$ cat src/rtl/audio_i2s_tx.sv
// I2S / left-justified serial transmitter: divides clk down to BCLK, frames
// one stereo pair per LRCK period and shifts it out MSB first.
module audio_i2s_tx #(
    parameter int IW       = 16,
    parameter int SLOT_W   = 32,
    parameter int BCLK_DIV = 8,
    parameter int I2S_MODE = 1
) (
    input  logic          clk,
    input  logic          reset_n,
    input  logic          enable,
    input  logic [IW-1:0] snd_l_in,
    input  logic [IW-1:0] snd_r_in,
    output logic          sample_strobe,
    output logic          i2s_bclk,
    output logic          i2s_lrck,
    output logic          i2s_sdata
);

    localparam int FW = 2 * SLOT_W;
    localparam int DW = (BCLK_DIV > 1) ? $clog2(BCLK_DIV) : 1;
    localparam int BW = $clog2(FW);

    localparam logic [DW-1:0] DIV_LAST = DW'(BCLK_DIV - 1);
    localparam logic [BW-1:0] BIT_LAST = BW'(FW - 1);
    localparam logic [BW-1:0] LOAD_BIT = BW'(I2S_MODE);
    localparam logic [BW-1:0] SLOT_BIT = BW'(SLOT_W);

    logic [DW-1:0] div_cnt_q, div_cnt_d;
    logic [BW-1:0] bit_cnt_q, bit_cnt_d;
    logic [FW-1:0] shreg_q, shreg_d;
    logic          bclk_q, bclk_d;
    logic          lrck_q, lrck_d;
    logic          sdata_q, sdata_d;
    logic          strobe_q, strobe_d;

    logic [BW-1:0] bit_nxt;
    logic [FW-1:0] load_word;

    // Each channel word is left-aligned in its slot, padded with zeros below.
    assign load_word = (FW'(snd_l_in) << (FW - IW)) | (FW'(snd_r_in) << (SLOT_W - IW));

    always_comb begin
        div_cnt_d = div_cnt_q;
        bit_cnt_d = bit_cnt_q;
        shreg_d   = shreg_q;
        bclk_d    = bclk_q;
        lrck_d    = lrck_q;
        sdata_d   = sdata_q;
        strobe_d  = 1'b0;
        bit_nxt   = bit_cnt_q;

        if (!enable) begin
            div_cnt_d = '0;
            bit_cnt_d = BIT_LAST;
            shreg_d   = '0;
            bclk_d    = 1'b0;
            lrck_d    = 1'b0;
            sdata_d   = 1'b0;
        end else begin
            if (div_cnt_q == DIV_LAST) begin
                div_cnt_d = '0;
                bclk_d    = ~bclk_q;
            end else begin
                div_cnt_d = div_cnt_q + DW'(1);
            end

            // Falling BCLK edge: every serial output moves together here.
            if (div_cnt_q == DIV_LAST && bclk_q) begin
                bit_nxt   = (bit_cnt_q == BIT_LAST) ? '0 : bit_cnt_q + BW'(1);
                bit_cnt_d = bit_nxt;
                lrck_d    = (bit_nxt >= SLOT_BIT);
                if (bit_nxt == LOAD_BIT) begin
                    shreg_d  = load_word;
                    strobe_d = 1'b1;
                end else begin
                    shreg_d = shreg_q << 1;
                end
                sdata_d = shreg_d[FW-1];
            end
        end
    end

    always_ff @(posedge clk or negedge reset_n) begin
        if (!reset_n) begin
            div_cnt_q <= '0;
            bit_cnt_q <= BIT_LAST;
            shreg_q   <= '0;
            bclk_q    <= 1'b0;
            lrck_q    <= 1'b0;
            sdata_q   <= 1'b0;
            strobe_q  <= 1'b0;
        end else begin
            div_cnt_q <= div_cnt_d;
            bit_cnt_q <= bit_cnt_d;
            shreg_q   <= shreg_d;
            bclk_q    <= bclk_d;
            lrck_q    <= lrck_d;
            sdata_q   <= sdata_d;
            strobe_q  <= strobe_d;
        end
    end

    assign sample_strobe = strobe_q;
    assign i2s_bclk      = bclk_q;
    assign i2s_lrck      = lrck_q;
    assign i2s_sdata     = sdata_q;

endmodule
$ cat config.mk
export PLATFORM = sky130hd
export DESIGN_NAME = audio_i2s_tx
export DESIGN_NICKNAME = d
export VERILOG_FILES = /design/src/rtl/audio_i2s_tx.sv
export SDC_FILE = /design/constraint.sdc
export NUM_CORES = 1
export LEC_CHECK = 0
export CAP_MARGIN = 40
export CORE_MARGIN = 5
export CORE_UTILIZATION = 35
export CTS_CLUSTER_SIZE = 20
export DETAILED_ROUTE_END_ITERATION = 8
export HOLD_SLACK_MARGIN = 0.08
export MAX_ROUTING_LAYER = met4
export PLACE_DENSITY_LB_ADDON = 0.08
export SLEW_MARGIN = 0
export SYNTH_ARGS = -nofsm -noshare
export SYNTH_HDL_FRONTEND = slang
export SYNTH_SLANG_ARGS = --single-unit
$ cat constraint.sdc
create_clock -name clk -period 5.6 [get_ports clk]
set_clock_uncertainty 0.1 [all_clocks]
set_input_delay 0.84 -clock clk [delete_from_list [all_inputs] [get_ports clk]]
set_output_delay 0.84 -clock clk [all_outputs]
set_load 0.05 [all_outputs]
== Word-level counts from Yosys, hierarchy flattened ==
Cells that the tools add are included.

* $add $sub $neg: 2
* Multiply operators: 0
* Divide/modulo/power cells: 0
* Order comparisons: 1
* Equal/unequal tests: 5
* Shifts and indexed selects: 0
* Muxes and demuxes: 17
* Bitwise logic cells: 2
* Reductions and logical operators: 1

{| class="wikitable"
|+ Operator list
! operator !! count
|-
| $mux 63 || 2
|-
| $mux 64 || 1
|-
| $or 64x32->64 || 1
|-
| $mux 6 || 3
|-
| $mux 1 || 9
|-
| $add 6x1->6 const B || 1
|-
| $eq 6x1->1 const B || 1
|-
| $eq 6x6->1 const B || 1
|-
| $ge 6x6->1 const B || 1
|-
| $mux 3 || 2
|-
| $ne 2x1->1 const B || 2
|-
| $add 3x1->3 const B || 1
|-
| $eq 3x3->1 const B || 1
|-
| $logic_and 1x1->1 || 1
|-
| $not 1->1 || 1
|}

* Register bits: 76
* Bits in latches: 0
* Memory bits (writable): 0
* Bits in read-only memories: 0
* Input bits: 35
* Logic and storage cells: 35
* Memories kept: 0

== Depth between registers and ports, before layout ==
Gate-level depths: netlist of the first run.

* Depth after elaboration: 6
* Depth in mapped cells: 8
* Mapped depth without buffers: 6

== Worst setup path before layout of the first run ==
Ideal clock, no wire load.

* Kind: input to register
* Start: in enable
* End: reg shreg_q[17]
* Library setup time: 0.080 ns
* Data arrival time: 1.943 ns
* Data required time: 5.420 ns
* Slack: 3.477 ns
* Cell stages on the path: 6
* Cells stage by stage: and3_1 > clkbuf_1 > clkbuf_1 > clkbuf_1 > nand4_1 > o211ai_2

* Cells in the longest elaborated chain, start to end: 1
* Elaborated cells between the ends (all ways): 2

{| class="wikitable"
|+ Ends and longest elaborated chain
! item !! line !! source
|-
| from (decl) || 11 || <nowiki>input logic enable,</nowiki>
|-
| $ne 2x1->1 (no line) / $mux 63 (equally long branches) || -- ||
|-
| to (signal assigned) || 96 || <nowiki>shreg_q <= shreg_d;</nowiki>
|-
| to (decl) || 31 || <nowiki>logic [FW-1:0] shreg_q, shreg_d;</nowiki>
|}

Several ways; a longest one is shown, not always the timed one.
A chain may end at the register's enable or synchronous reset.

== Worst setup path after layout of the first run ==
* Start: reg bit_cnt_q[0]
* End: reg shreg_q[48]

* Cells in the longest elaborated chain, start to end: 6
* Elaborated cells between the ends (all ways): 7

{| class="wikitable"
|+ Ends and longest elaborated chain
! item !! line !! source
|-
| from (decl) || 30 || <nowiki>logic [BW-1:0] bit_cnt_q, bit_cnt_d;</nowiki>
|-
| from (signal assigned) || 95 || <nowiki>bit_cnt_q <= bit_cnt_d;</nowiki>
|-
| $add 6x1->6 / $eq 6x6->1 (equally long branches) || 70 || <nowiki>bit_nxt = (bit_cnt_q == BIT_LAST) ? '0 : bit_cnt_q + BW'(1);</nowiki>
|-
| $mux 6 (*) || 70 ||
|-
| $eq 6x1->1 (*) || 73 || <nowiki>if (bit_nxt == LOAD_BIT) begin</nowiki>
|-
| $mux 64 (*) || 73 ||
|-
| $mux 63 (*) || 69 || <nowiki>if (div_cnt_q == DIV_LAST && bclk_q) begin</nowiki>
|-
| $mux 63 (*) || 53 || <nowiki>if (!enable) begin</nowiki>
|}

Mark *: on every way between the ends. The rest lies on a longest branch, timed or not. The select of a mux whose other input is x is not followed.

==> qor.yml, run 1 <==
global_route:
  antenna_found_initial: 0
  grt-ovfl-total: 0
  grt_pass1_wl_mm: 11.3
  grt_max_degree: 61
  grt_pass1_vias: 2283
  grt.busiest_layer: "met2"
  grt_util_met2_pct: 21.7
  met1_usage_pct: 18.8
  grt_usage_pct: 14.5
  use_met3_pct: 4.13
floorplanning:
  die_h_um: 102
  coreArea_um2: 8220
  fp-row-count: 33
  fp.dieW_um: 102
  dieArea_um2: 10400
  io_pins: 39
  initial_core_util_pct: 35.9
synth:
  async_flop_share_pct: 100
  syn_nets: 316
  syn_avg_cell_area_um2: 10.6
  synth_cells: 277
  synth-seq-cells: 60
  synth_top_area_cell: "dfrtp_1"
  synth_area_leaders: "dfrtp_1 (46%), o211ai_2 (13%), nand2_1 (8.8%)"
  synthTopCellsByCount: "nand2_1 (69), dfrtp_1 (54), nand4_1 (32)"
  synth_top_area_share_pct: 45.8
  syn_area_um2: 2950
  synth.distinct_cells: 29
  synth.most_common_cell: "nand2_1"
  yosys_warnings: 0
  yosys_most_used_dff: "dfrtp_1"
  synth_edf_count: 0
  ys_seq_area_share_pct: 51.2
sta:
  max_freq_ghz: 0.334
  hold_viol: 0
  layout_min_cycle_time_ns: 2.99
  setup_tns_ns: 0
  worst_slack_ns: 2.61
  setup_viol: 0
  rsz0062_at_grt: "false"
  drv_slew: 0
  final.period_utilization_pct: 53.4
  worst_pin_slew_ns: 0.785
  slew_headroom_pct: 47.7
detailed_routing:
  via_per_inst: 5.27
  drt_iter0_markers: 127
  route.final.wire_length_mm: 6.84
  drt_pass1_iterations: 4
  vias: 2183
  postRouteAntennaNets: 0
  drc: 0
  route.detailed.wl_per_inst_um: 16.5
worst_hold_path:
  min_path_type: "flop to flop"
finish:
  fillers: 799
  area_growth_pct: 21.5
  final_nets: 343
  final_cell_area_um2: 3580
  multi_input_area_um2: 1310
  insertedDiodeCount: 0
  final-seq-area_um2: 1510
  drive_above_1_share_pct: 20.1
cts:
  cts_tree: "yes"
  cts_buffers: 9
  cts_sinks: 60
  post_cts_buffers: 0
  cts_max_level: 3
  cts_resized: 0
  clkTransAtPathRegs_ns: 0.07
  cts_root_buf: "clkbuf_8"
  cts_buffer_depth: 2
  hold_buffers: 0
  clk_latency_ns: 0.34
power:
  powerDensity_nw_per_um2: 242
  vdd_drop_max_mv: 0.156
  leakage_nw: 1.65
flow_run:
  cap_violations: 0
outcome:
  status: "complete, no violations"
critical_path:
  crit_path_start_kind: "flop"
  end_kind: "flop"
  path_class: "flop to flop"
  required_ns: 5.70
  worstPathArrival_ns: 3.09
  critPathMaxFanout: 31
placed_design:
  dp_hpwl_mm: 4.02
  port-buffer-count: 38
  dp_slack_ns: 2.56
  place.gp.congestion: 0.792
  placed_area_um2: 3390
==> path summary, 6_finish.rpt <==
kind / from / to / slack, ns / cells past startpoint
max in group asynchronous: reset_n / shreg_q[39] / 4.33 / 2
worst max register to register: bit_cnt_q[0] / shreg_q[48] / 2.61 / 6
worst min register to register: div_cnt_q[0] / div_cnt_q[0] / 0.35 / 1
worst min-delay path: div_cnt_q[0] / div_cnt_q[0] / 0.35 / 1
worst max-delay path: bit_cnt_q[0] / shreg_q[48] / 2.61 / 6
min in group asynchronous: reset_n / shreg_q[53] / 0.56 / 2
==> state kept, by name (all words and copies together), names as in the netlist <==
name           count
sample_strobe      1
i2s_lrck           1
i2s_sdata          1
bit_cnt_q          6
shreg_q           47
div_cnt_q          3
i2s_bclk           1
==> through the flow <==
stage	cells	hold slack [ns]	total power [mW]	util (%)
after global routing	414	0.386	0.910	43.6
after CTS	414	0.356	0.884	43.6
final	414	0.347	0.869	43.6
after global placement	397	0.344	0.490	40.9
after floorplan	277	0.314	0.452	-
after detailed placement	398	0.346	0.489	41.3
==> worst max-delay path, cell delays in order, from the launching register on <==
cell and delay (ns):
dfstp_2 0.58, ha_1 0.27, and3b_1 0.23, a211oi_4 0.55
buf_4 0.39, and2_4 0.57, o211ai_1 0.17
==> power breakdown <==
part	switching (mW)	total, mW	internal (mW)
clock network	0.174	0.389	0.215
registers	0.000806	0.436	0.435
logic	0.0201	0.0434	0.0233
total	0.195	0.869	0.674
==> cell usage in the layout (no fill, tap or decap), drive strengths merged <==
cell,n
clkdlybuf4s50,37
nand3,2
a22o,1
clkinvlp,1
nand2,70
nor2,3
buf,6
nor3,3
and2,7
a32o,16
inv,2
bufinv,1
and3,4
a211oi,1
o211ai,32
dfstp,6
clkbuf,11
nor3b,1
o311ai,1
and3b,1
nand4,32
ha,4
clkinv,3
xnor2,1
o221a,1
a21oi,2
dfrtp,54
o21ai,3
xor2,3
==> per-layer routing <==
| metal | wire (um) | part of all wire, % |
|---|---|---|
| met2 | 3110 | 46 |
| met4 | 97 | 1.4 |
| met5 | 0 | 0 |
| met1 | 3360 | 49 |
| met3 | 262 | 3.8 |
==> kinds of logic after synthesis <==
group | share of synthesized area (%)
buffers and inverters | 4.75
and+or+nand+nor | 20.0
adders and majority gates | 1.70
xor gates and xnor gates | 1.19
DFF | 51.2
AOI/OAI and AO/OA | 21.2
==> layout make-up <==
type | count | share of cell area, %
clock buffers | 11 | 3.95
inverters | 2 | 0.209
clock inverters | 5 | 1.47
repair buffers | 43 | 12.1
well taps | 105 | 3.67
flip-flops and latches | 60 | 42.1
multi-input cells | 188 | 36.5
Power figures use the tool's default switching activity.
==> inputs of run 2 (changes only) <==
==> constraint.sdc (replaced) <==
create_clock -name clk -period 2.69 [get_ports clk]
set_clock_uncertainty 0.1 [all_clocks]
set_input_delay 0.4035 -clock clk [delete_from_list [all_inputs] [get_ports clk]]
set_output_delay 0.4035 -clock clk [all_outputs]
set_load 0.05 [all_outputs]
==> qor.yml, run 2 (synthesis gave the netlist of run 1 again) <==
sta:
  layout_min_cycle_time_ns: 2.34
  setup_tns_ns: 0
  rsz0062_at_grt: "false"
  slew_headroom_pct: 65.3
  max_freq_ghz: 0.428
  final.period_utilization_pct: 86.8
  whs_ns: 0.339
  hold_viol: 0
  setup_viol: 0
  worst_pin_slew_ns: 0.520
  drv_slew: 0
global_route:
  grt_max_degree: 49
  use_met3_pct: 2.82
  grt-ovfl-total: 0
  grt.busiest_layer: "met2"
  grt_pass1_wl_mm: 11.0
  grt_util_met2_pct: 20.1
  grt_pass1_vias: 2276
  met1_usage_pct: 18.8
  antenna_found_initial: 0
  grt_usage_pct: 14.0
cts:
  cts_resized: 0
  clkTransAtPathRegs_ns: 0.07
  clk_latency_ns: 0.33
  cts_sinks: 60
  cts_buffers: 9
  cts_buffer_depth: 2
  cts_max_level: 3
  hold_buffers: 1
  cts_root_buf: "clkbuf_8"
  cts_tree: "yes"
  post_cts_buffers: 0
floorplanning:
  die_h_um: 102
  initial_core_util_pct: 35.9
  dieArea_um2: 10400
  coreArea_um2: 8220
  io_pins: 39
  fp-row-count: 33
  fp.dieW_um: 102
worst_hold_path:
  hold_depth: 1
  min_path_type: "flop to flop"
power:
  powerDensity_nw_per_um2: 483
  leakage_nw: 1.69
  finalPower_mw: 1.77
  vdd_drop_max_mv: 0.227
critical_path:
  critPathMaxFanout: 20
  cp_cell_sequence: "ha_1, nand2_1, nor2_1, o221a_4, nand2_2, a32o_1"
  r2r_setup_slack_ns: 0.35
  required_ns: 2.80
  worstPathArrival_ns: 2.45
  crit_path_start_kind: "flop"
  cpPeakStageDelay_ns: 0.58
  path_class: "flop to flop"
  crit_path_top_delay_cell: "dfstp_2"
  end_kind: "flop"
  r2r_cells: 6
finish:
  fillers: 789
  area_growth_pct: 24.1
  final_nets: 351
  drive_above_1_share_pct: 21.8
  final_common_cell: "nand2_1"
  largest_reg_flops: 47
  final_cell_mix: "nand2_1 (69), dfrtp_1 (54), clkdlybuf4s50_1 (37)"
  reg_top3: "shreg_q x47, bit_cnt_q x6, div_cnt_q x3"
  final_cell_area_um2: 3660
  regMostFlops: "shreg_q"
  insertedDiodeCount: 0
  instances_no_fill: 422
detailed_routing:
  vias: 2306
  via_per_inst: 5.46
  drt_pass1_iterations: 4
  drc: 0
  route.detailed.wl_per_inst_um: 15.7
  route.final.wire_length_mm: 6.62
  drt_iter0_markers: 91
  postRouteAntennaNets: 0
flow_run:
  cap_violations: 0
outcome:
  status: "complete, no violations"
placed_design:
  port-buffer-count: 38
  place.gp.congestion: 0.802
  placed_area_um2: 3460
  dp_hpwl_mm: 4.22
  place_inst: 405
-- run 2: changes by cell type in the layout (fill, tap and decap cells not counted) --
cell,delta
clkinv_2,-2
buf_4,+5
buf_16,-1
bufinv_16,-1
dlygate4sd3_1,+1
buf_12,+3
clkbuf_8,+2
clkinvlp_4,+1
-- run 2: per-stage QoR --
stage                     utilization [%]  setup slack (ns)
after floorplan                         -             0.589
after global placement               42.1             0.412
after detailed placement             42.1             0.359
after CTS                            44.5             0.343
after global routing                 44.5             0.165
final                                44.5             0.354
-- run 2: power breakdown --
part	switching, mW	total [mW]	internal, mW
logic	0.0425	0.0958	0.0533
registers	0.00163	0.908	0.906
clock network	0.353	0.762	0.409
total	0.397	1.77	1.37
-- run 2: area by class of cell --
class / instances / area [um^2] / area share [%]
Clock buffer: 13 / 169 / 4.62
Inverter: 2 / 7.51 / 0.205
Timing Repair Buffer: 51 / 513 / 14.0
Sequential cell: 60 / 1510 / 41.2
Clock inverter: 3 / 20.0 / 0.547
Multi-Input combinational cell: 188 / 1310 / 35.8
Tap cell: 105 / 131 / 3.59
-- run 2: path summary, 6_finish.rpt --
| path | startpoint | to |
|---|---|---|
| worst max-delay path | bit_cnt_q[0] | shreg_q[45] |
| worst min-delay path | div_cnt_q[0] | div_cnt_q[0] |
| worst max register to register | bit_cnt_q[0] | shreg_q[45] |
| worst min register to register | div_cnt_q[0] | div_cnt_q[0] |
| max in group asynchronous | reset_n | bit_cnt_q[5] |
| min in group asynchronous | reset_n | shreg_q[53] |
-- run 2: worst max-delay path, delay by kind of cell, from the launching register on --
family / cells / cell delay [ns]
flip-flops: 1 / 0.58
adder cells (fa/ha/maj): 1 / 0.27
AND/OR/NAND/NOR: 3 / 0.52
AO/OA/AOI/OAI: 2 / 0.75
-- run 2: metal layers --
layer / wire length [um] / part of all wire, %
met3: 296 / 4.5
met2: 2880 / 44
met4: 147 / 2.2
met5: 0 / 0
met1: 3290 / 50
